<file path="config.mk">
export PLATFORM = sky130hd
export DESIGN_NAME = invaders_sound_port
export DESIGN_NICKNAME = d
export VERILOG_FILES = /design/src/rtl/invaders_sound_port_pkg.sv /design/src/rtl/invaders_sound_port_sfx_pulse_stretcher.sv /design/src/rtl/invaders_sound_port.sv
export SDC_FILE = /design/constraint.sdc
export NUM_CORES = 1
export LEC_CHECK = 0
export BUFFER_PORTS_ARGS = -buffer_cell sky130_fd_sc_hd__buf_2
export CORE_MARGIN = 2
export CORE_UTILIZATION = 57
export CTS_CLUSTER_SIZE = 30
export DETAILED_ROUTE_END_ITERATION = 10
export PLACE_DENSITY = 0.72
export SKIP_LAST_GASP = 1
export SLEW_MARGIN = 0
export SYNTH_ARGS = -nofsm -noshare
export SYNTH_HDL_FRONTEND = slang
export SYNTH_HIERARCHICAL = 1
export SYNTH_SLANG_ARGS = --single-unit
</file>
<file path="constraint.sdc">
create_clock -name clk -period 4.5 [get_ports clk]
set_clock_uncertainty 0.05 [all_clocks]
set_input_delay 0.225 -clock clk [delete_from_list [all_inputs] [get_ports clk]]
set_output_delay 0.225 -clock clk [all_outputs]
set_load 0.01 [all_outputs]
</file>
<file path="src/rtl/invaders_sound_port_pkg.sv">
// Shared I/O port numbers, effect indices and pulse-stretcher state type
// for the Space Invaders sound/watchdog output ports.
package invaders_sound_port_pkg;

  localparam logic [7:0] IO_PORT_SOUND1   = 8'h03;
  localparam logic [7:0] IO_PORT_SOUND2   = 8'h05;
  localparam logic [7:0] IO_PORT_WATCHDOG = 8'h06;

  localparam int unsigned SFX_COUNT       = 9;
  localparam int unsigned SFX_SHOT        = 0;
  localparam int unsigned SFX_PLAYER_DIE  = 1;
  localparam int unsigned SFX_INVADER_DIE = 2;
  localparam int unsigned SFX_EXTRA_LIFE  = 3;
  localparam int unsigned SFX_FLEET1      = 4;
  localparam int unsigned SFX_FLEET2      = 5;
  localparam int unsigned SFX_FLEET3      = 6;
  localparam int unsigned SFX_FLEET4      = 7;
  localparam int unsigned SFX_UFO_HIT     = 8;

  typedef enum logic {
    ST_IDLE,
    ST_RUN
  } pulse_state_e;

endpackage

</file>
<file path="src/rtl/invaders_sound_port_sfx_pulse_stretcher.sv">
// Turns a single-cycle trigger into a registered start pulse and a
// retriggerable activity window of PULSE_CYCLES cycles.
module sfx_pulse_stretcher
  import invaders_sound_port_pkg::*;
#(
  parameter int unsigned PULSE_CYCLES = 200000
) (
  input  logic clk,
  input  logic rst,
  input  logic trig,
  output logic start,
  output logic active
);

  localparam int unsigned CW = $clog2(PULSE_CYCLES + 1);

  pulse_state_e  state_q, state_d;
  logic [CW-1:0] cnt_q, cnt_d;

  always_ff @(posedge clk) begin
    if (rst) begin
      state_q <= ST_IDLE;
      cnt_q   <= '0;
      start   <= 1'b0;
    end else begin
      state_q <= state_d;
      cnt_q   <= cnt_d;
      start   <= trig;
    end
  end

  // A trigger while running reloads the count, so the window never gaps.
  always_comb begin
    state_d = state_q;
    cnt_d   = cnt_q;
    case (state_q)
      ST_IDLE: begin
        if (trig) begin
          state_d = ST_RUN;
          cnt_d   = CW'(PULSE_CYCLES);
        end
      end
      ST_RUN: begin
        if (trig) begin
          cnt_d = CW'(PULSE_CYCLES);
        end else if (cnt_q == CW'(1)) begin
          state_d = ST_IDLE;
          cnt_d   = '0;
        end else begin
          cnt_d = cnt_q - CW'(1);
        end
      end
      default: begin
        state_d = ST_IDLE;
        cnt_d   = '0;
      end
    endcase
  end

  assign active = (state_q == ST_RUN);

endmodule

</file>
<file path="src/rtl/invaders_sound_port.sv">
// OUT 3 / OUT 5 sound latches with rising-edge effect triggers, level sound
// controls, and the OUT 6 watchdog.
module invaders_sound_port
  import invaders_sound_port_pkg::*;
#(
  parameter int unsigned PULSE_CYCLES = 200000,
  parameter int unsigned WDT_CYCLES   = 2000000
) (
  input  logic                 clk,
  input  logic                 rst,
  input  logic [7:0]           io_addr,
  input  logic [7:0]           io_data,
  input  logic                 write_io,
  output logic                 ufo_loop,
  output logic                 amp_enable,
  output logic [SFX_COUNT-1:0] sfx_start,
  output logic [SFX_COUNT-1:0] sfx_active,
  output logic                 wdt_reset_req
);

  logic [7:0]           port3_q, port5_q;
  logic                 wr3, wr5, kick;
  logic [7:0]           rise3, rise5;
  logic [SFX_COUNT-1:0] trig;
  logic                 unused_latch_bits;

  assign wr3  = write_io && (io_addr == IO_PORT_SOUND1);
  assign wr5  = write_io && (io_addr == IO_PORT_SOUND2);
  assign kick = write_io && (io_addr == IO_PORT_WATCHDOG);

  // Edges compare against the pre-write latch, so a held strobe fires once.
  assign rise3 = {8{wr3}} & io_data & ~port3_q;
  assign rise5 = {8{wr5}} & io_data & ~port5_q;

  always_ff @(posedge clk) begin
    if (rst) begin
      port3_q <= '0;
      port5_q <= '0;
    end else begin
      if (wr3) port3_q <= io_data;
      if (wr5) port5_q <= io_data;
    end
  end

  always_comb begin
    trig                  = '0;
    trig[SFX_SHOT]        = rise3[1];
    trig[SFX_PLAYER_DIE]  = rise3[2];
    trig[SFX_INVADER_DIE] = rise3[3];
    trig[SFX_EXTRA_LIFE]  = rise3[4];
    trig[SFX_FLEET1]      = rise5[0];
    trig[SFX_FLEET2]      = rise5[1];
    trig[SFX_FLEET3]      = rise5[2];
    trig[SFX_FLEET4]      = rise5[3];
    trig[SFX_UFO_HIT]     = rise5[4];
  end

  assign ufo_loop          = port3_q[0];
  assign amp_enable        = port3_q[5];
  assign unused_latch_bits = ^{port3_q[7:6], port5_q[7:5]};

  for (genvar i = 0; i < SFX_COUNT; i++) begin : g_sfx
    sfx_pulse_stretcher #(
      .PULSE_CYCLES(PULSE_CYCLES)
    ) u_stretch (
      .clk   (clk),
      .rst   (rst),
      .trig  (trig[i]),
      .start (sfx_start[i]),
      .active(sfx_active[i])
    );
  end

  if (WDT_CYCLES > 0) begin : g_wdt
    localparam int unsigned WW = $clog2(WDT_CYCLES + 1);
    logic [WW-1:0] wdt_cnt_q;
    logic          wdt_req_q;

    always_ff @(posedge clk) begin
      if (rst) begin
        wdt_cnt_q <= '0;
        wdt_req_q <= 1'b0;
      end else if (kick) begin
        wdt_cnt_q <= '0;
        wdt_req_q <= 1'b0;
      end else if (wdt_cnt_q == WW'(WDT_CYCLES - 1)) begin
        wdt_cnt_q <= '0;
        wdt_req_q <= 1'b1;
      end else begin
        wdt_cnt_q <= wdt_cnt_q + WW'(1);
        wdt_req_q <= 1'b0;
      end
    end

    assign wdt_reset_req = wdt_req_q;
  end else begin : g_no_wdt
    assign wdt_reset_req = 1'b0;
  end

endmodule

</file>
# --- Word-level counts from Yosys, hierarchy flattened ---
# Index checks and enable logic that the tools add are counted.
word_totals:
  in_bits: 19
  mem_bits_ro: 0
  latch_bits: 0
  n_memories: 0
  word_cells: 156
  ram_bits: 0
  ff_bits: 213
op_classes:
  mux: 73
  eq_ne: 22
  n_addsub: 10
  shift: 0
  reduce_logical: 5
  div_mod_pow: 0
  bitwise: 15
  mul: 0
  n_lt_le_gt_ge: 0
ops:
  columns: ["cell", "n"]
  rows:
  - ["2-to-1 mux 18 bit", 27]
  - ["case mux 18 bit (2 select lines)", 9]
  - ["== test 18 x 1 -> 1 bit (second input constant)", 9]
  - ["subtractor 18 x 1 -> 18 bit (second input constant)", 9]
  - ["2-to-1 mux 1 bit", 28]
  - ["adder 21 x 1 -> 21 bit (second input constant)", 1]
  - ["== test 21 bit (second input constant)", 1]
  - ["bitwise AND 5 bit", 4]
  - ["inequality test 2 bit (second input constant)", 9]
  - ["case mux 1 bit (2 select lines)", 9]
  - ["== test 8 x 3 -> 1 bit (second input constant)", 2]
  - ["inverter 5 bit", 2]
  - ["inverter 1 bit", 9]
  - ["== test 8 x 2 -> 1 bit (second input constant)", 1]
  - ["logical AND 1 bit", 3]
  - ["OR reduction 3 bit", 1]
  - ["OR reduction 2 bit", 1]

# --- Longest topological paths before layout ---
depth:
  depth_word: 6
  ltp_mapped: 8

# --- Hierarchy ---
# The synthesis kept the hierarchy.
modules_own_cells:
  columns: ["module", "n_inst", "area_each_um2", "seq_area_each_um2", "cells_per_inst"]
  rows:
  - ["sfx_pulse_stretcher (g_sfx[0].u_stretch ...)", 6, 977.2, 400.4, 115]
  - ["sfx_pulse_stretcher (g_sfx[6].u_stretch ...)", 3, 1022.2, 400.4, 119]
  - ["invaders_sound_port", 1, 1521.5, 660.6, 162]

# --- Least setup slack after synthesis ---
# OpenSTA, ideal clock, no wires.
synth_path:
  path_type: "register to register"
  startpoint: "reg g_sfx[0].u_stretch.state_q"
  endpoint: "reg g_sfx[0].u_stretch.cnt_q[16]"
  setup_time_ns: 0.074
  slack_ns: 2.254
  arrival_time_ns: 2.122
  required_ns: 4.376
  stages_incl_launch_ff: 6
  cell_sequence: "dfxtp_1 > or4bb_1 > buf_2 > or4_4 > or4_1 > a31oi_1"
synth_between:
  elab_chain_len: 2
  word_cells_on_any_way: 3
  classes_between: "eq/ne: 1; mux: 1; bitwise: 1"
synth_rtl:
  columns: ["element", "line_no", "rtl"]
  rows:
  - ["start: declaration", "invaders_sound_port_sfx_pulse_stretcher.sv:17", "pulse_state_e state_q, state_d;"]
  - ["start signal: assignment", "invaders_sound_port_sfx_pulse_stretcher.sv:26", "state_q <= state_d;"]
  - ["inverter 1 bit", "invaders_sound_port_sfx_pulse_stretcher.sv:36", "case (state_q)"]
  - ["case mux 18 bit (2 select lines) / inequality test 2 bit (equally long branches)", null, null]
  - ["end signal: assignment", "invaders_sound_port_sfx_pulse_stretcher.sv:27", "cnt_q <= cnt_d;"]
  - ["end: declaration", "invaders_sound_port_sfx_pulse_stretcher.sv:18", "logic [CW-1:0] cnt_q, cnt_d;"]
# Several ways; a longest one is shown, not always the timed one.
# A chain may end at the register's enable or synchronous reset.

# --- Worst setup path after layout ---
layout_path:
  startpoint: "reg g_sfx[0].u_stretch.cnt_q[0]"
  endpoint: "reg g_sfx[0].u_stretch.cnt_q[16]"
layout_between:
  elab_chain_len: 4
  word_cells_on_any_way: 5
  classes_between: "add/sub: 1; eq/ne: 1; mux: 3"
layout_rtl:
  columns: ["element", "line_no", "rtl"]
  rows:
  - ["subtractor 18 x 1 -> 18 bit / == test 18 x 1 -> 1 bit (equally long branches)", "invaders_sound_port_sfx_pulse_stretcher.sv:50, invaders_sound_port_sfx_pulse_stretcher.sv:46", null]
  - ["2-to-1 mux 18 bit *", "invaders_sound_port_sfx_pulse_stretcher.sv:46", "end else if (cnt_q == CW'(1)) begin"]
  - ["2-to-1 mux 18 bit *", "invaders_sound_port_sfx_pulse_stretcher.sv:44", "if (trig) begin"]
  - ["case mux 18 bit (2 select lines) *", "invaders_sound_port_sfx_pulse_stretcher.sv:36", null]
# Mark *: on every way between the ends. The rest lies on a longest branch, timed or not.

==> run_results.csv <==
group,metric,value,unit
route,drt_iter0_drc,456,
setup_path,end_kind,"flip-flop",
timing,finalMaxSlewViolations,0,
finish,antenna_cells,0,
clocking,insertion_delay,500,ps
synthesis,synth_cell_types,63,
floorplan,core,17960,um2
place,numPortBuffers,37,
synthesis,synth-edff-count,0,
synthesis,syn_inst,1209,
synthesis,synth_commonest_cells,"dfxtp_1 (213), nor2_1 (93), nand2_1 (81), a21oi_1 (60), or3_1 (59)",
synthesis,synth_largest_area_cell,"dfxtp_1",
grt,grt_pass1_wl,38630,um
place,post-dp-hpwl,15200,um
place,dp.cells,1419,
pwr,p_per_area,326.1,nW/um2
route,first_pass_iters,5,
timing,tightest_slew,999.4,ps
timing,finalSetupViolations,0,
pwr,combinationalPowerShare,2.6,%
synthesis,ys_ff_latch,213,
setup_path,worstPathRequired,4870,ps
route,postRouteAntennaNets,0,
synthesis,synth_area,10450,um2
grt,grt_pass1_vias,8307,
clocking,ctsHtreeMaxLevel,1,
finish,postLayoutCellArea,11430,um2
timing,setup_slack,2093,ps
synthesis,ys_seq_area_share,40.80,%
clocking,cts_inserted_buffers,23,
synthesis,ys_warn_count,6,
timing,whs,178.2,ps
finish,fin_cells,1466,
pwr,power,3.727,mW
clocking,path_clk_slew,60,ps
floorplan,die-area,19440,um2
floorplan,die_w,139.4,um
grt,antenna_found_initial,0,
clocking,clock_sinks,213,
synthesis,synth_most_common_cell,"dfxtp_1",
route,drc,0,
route,via_count,9084,
timing,period_share,53.48,%
timing,post-route-min-period,2407,ps
clocking,cts_setup_buffers,0,
job,maxCapViolations,0,
setup_path,startpoint_type,"flip-flop",
pwr,ir_drop,0.0003352,V
synthesis,synth-main-ff-cell,"dfxtp_1",
route,vias_per_cell,6.196,
synthesis,synth_top_area_share,40.80,%
pwr,power.net_switching,0.8109,mW
place,dp_slack,1679,ps
pwr,cellLeakagePower,4.236,nW
place,gp_congestion,0.8181,
setup_path,r2r_cells,6,
pwr,internal-power,2.916,mW
floorplan,die_h,139.4,um
clocking,cts_tree,"done",
setup_path,worst-path-max-fanout,8,
route,wl,22510,um
timing,rsz0062_at_grt,"false",
grt,grt_overflow,0,
clocking,cts_root_buf,"clkbuf_16",
worst_hold_path,hp-class,"input pin to flip-flop",
finish,area_delta_synth_final,9.338,%
pwr,clkPwrFrac,46.5,%
synthesis,synthTopCellsByArea,"dfxtp_1 (41%), or3_1 (3.5%), nor2_1 (3.3%), nand2_1 (2.9%), a21oi_1 (2.9%)",
setup_path,worstSetupPathType,"flip-flop to flip-flop",
finish,finalNetCount,1259,
timing,fmaxAchievable,0.4155,GHz
grt,grt_max_degree,75,
route,wl_per_cell,15.36,um
status,status,"finished clean",
floorplan,rows,49,
place,postPlaceCellArea,10680,um2
clocking,clockBufferDepth,3,
timing,hold_violations,0,
synthesis,ys_async_sr_fraction,0,%
timing,setup_tns,0,ps
synthesis,syn_nets,1247,
pwr,seq_power_share,50.9,%
worst_hold_path,min_path_cells,3,
timing,slew_headroom,32.44,%
synthesis,syn_avg_cell_area,8.645,um2
finish,final_util,63.61,%
grt,grt.total_usage,22.74,%
floorplan,start_util,58.18,%
setup_path,arrival,2780,ps
floorplan,pin_count,40,
finish,drive_gt1_share,9.458,%
pwr,p_sw_share,21.76,%
worst paths after layout:
path | end | from | slack (ps)
worst min register to register | g_sfx[0].u_stretch/cnt_q[14] | g_sfx[0].u_stretch/cnt_q[14] | 420
worst max-delay path | g_sfx[0].u_stretch/cnt_q[16] | g_sfx[0].u_stretch/cnt_q[0] | 2090
worst min-delay path | g_wdt.wdt_cnt_q[2] | io_addr[2] | 180
worst max register to register | g_sfx[0].u_stretch/cnt_q[16] | g_sfx[0].u_stretch/cnt_q[0] | 2090
worst max-delay path, stage by stage (launching register included):
cell and delay [ps]:
dfxtp_1 320, inv_1 100, ha_1 160, or4bb_1 560
or4_4 480, or4_1 490, a31oi_1 180
cell families after synthesis:
kind of cell	share of synthesized area, %
buf+inv	3.879
mux	1.628
compound gates	18.53
xor+xnor	2.011
simple gates	30.87
flops	40.80
fa+ha+maj	2.275
cell usage in the layout (no fill, tap or decap), types with 19 or more instances in the layout:
master / n
dfxtp_1: 213
nor2_1: 93
nand2_1: 81
a21oi_1: 60
or3_1: 59
o21ai_0: 48
nor3_1: 44
inv_1: 38
buf_2: 36
o31ai_1: 34
or4_1: 34
a31oi_1: 33
nand3_1: 32
nor4_1: 31
nand3b_1: 25
clkbuf_16: 23
o41ai_1: 21
ha_1: 19
power by group through the flow:
stage                     combinational, mW  clock, mW  sequential (mW)
after detailed placement             0.0932          0             1.94
after floorplan                      0.0658          0             1.94
after global routing                  0.109       1.86             1.90
after global placement               0.0928          0             1.94
after CTS                            0.0984       1.78             1.90
final                                0.0987       1.73             1.90
area by class of cell:
cell class,instances,area [um2]
inverter,41,153.9
tap,229,286.5
multi-input combinational,898,5782
clock inverter,6,35.03
clock buffer,35,650.6
timing repair buffer,44,255.2
sequential,213,4264
fill,1597,6536
routing by layer:
layer	GRT usage, %	share of wire [%]	up-vias
met1	30.93	48	4220
met4	6.007	2.0	0
met2	38.29	46	192
met3	2.994	4.5	35
met5	0	0	-
li1	-	-	4637
flip-flops by register name (all words and copies together), names as in the netlist:
signal / count
port3_q: 6
g_sfx.u_stretch/cnt_q: 162
g_sfx.u_stretch/active: 9
g_sfx.u_stretch/start: 9
wdt_reset_req: 1
g_wdt.wdt_cnt_q: 21
port5_q: 5
repair_timing:
item	in CTS	in global routing
gates resized for setup	0	0
endpoints found under the hold margin	10	0
hold buffers	6	0
setup endpoints to repair	0	0
(Power assumes the default switching activity.)
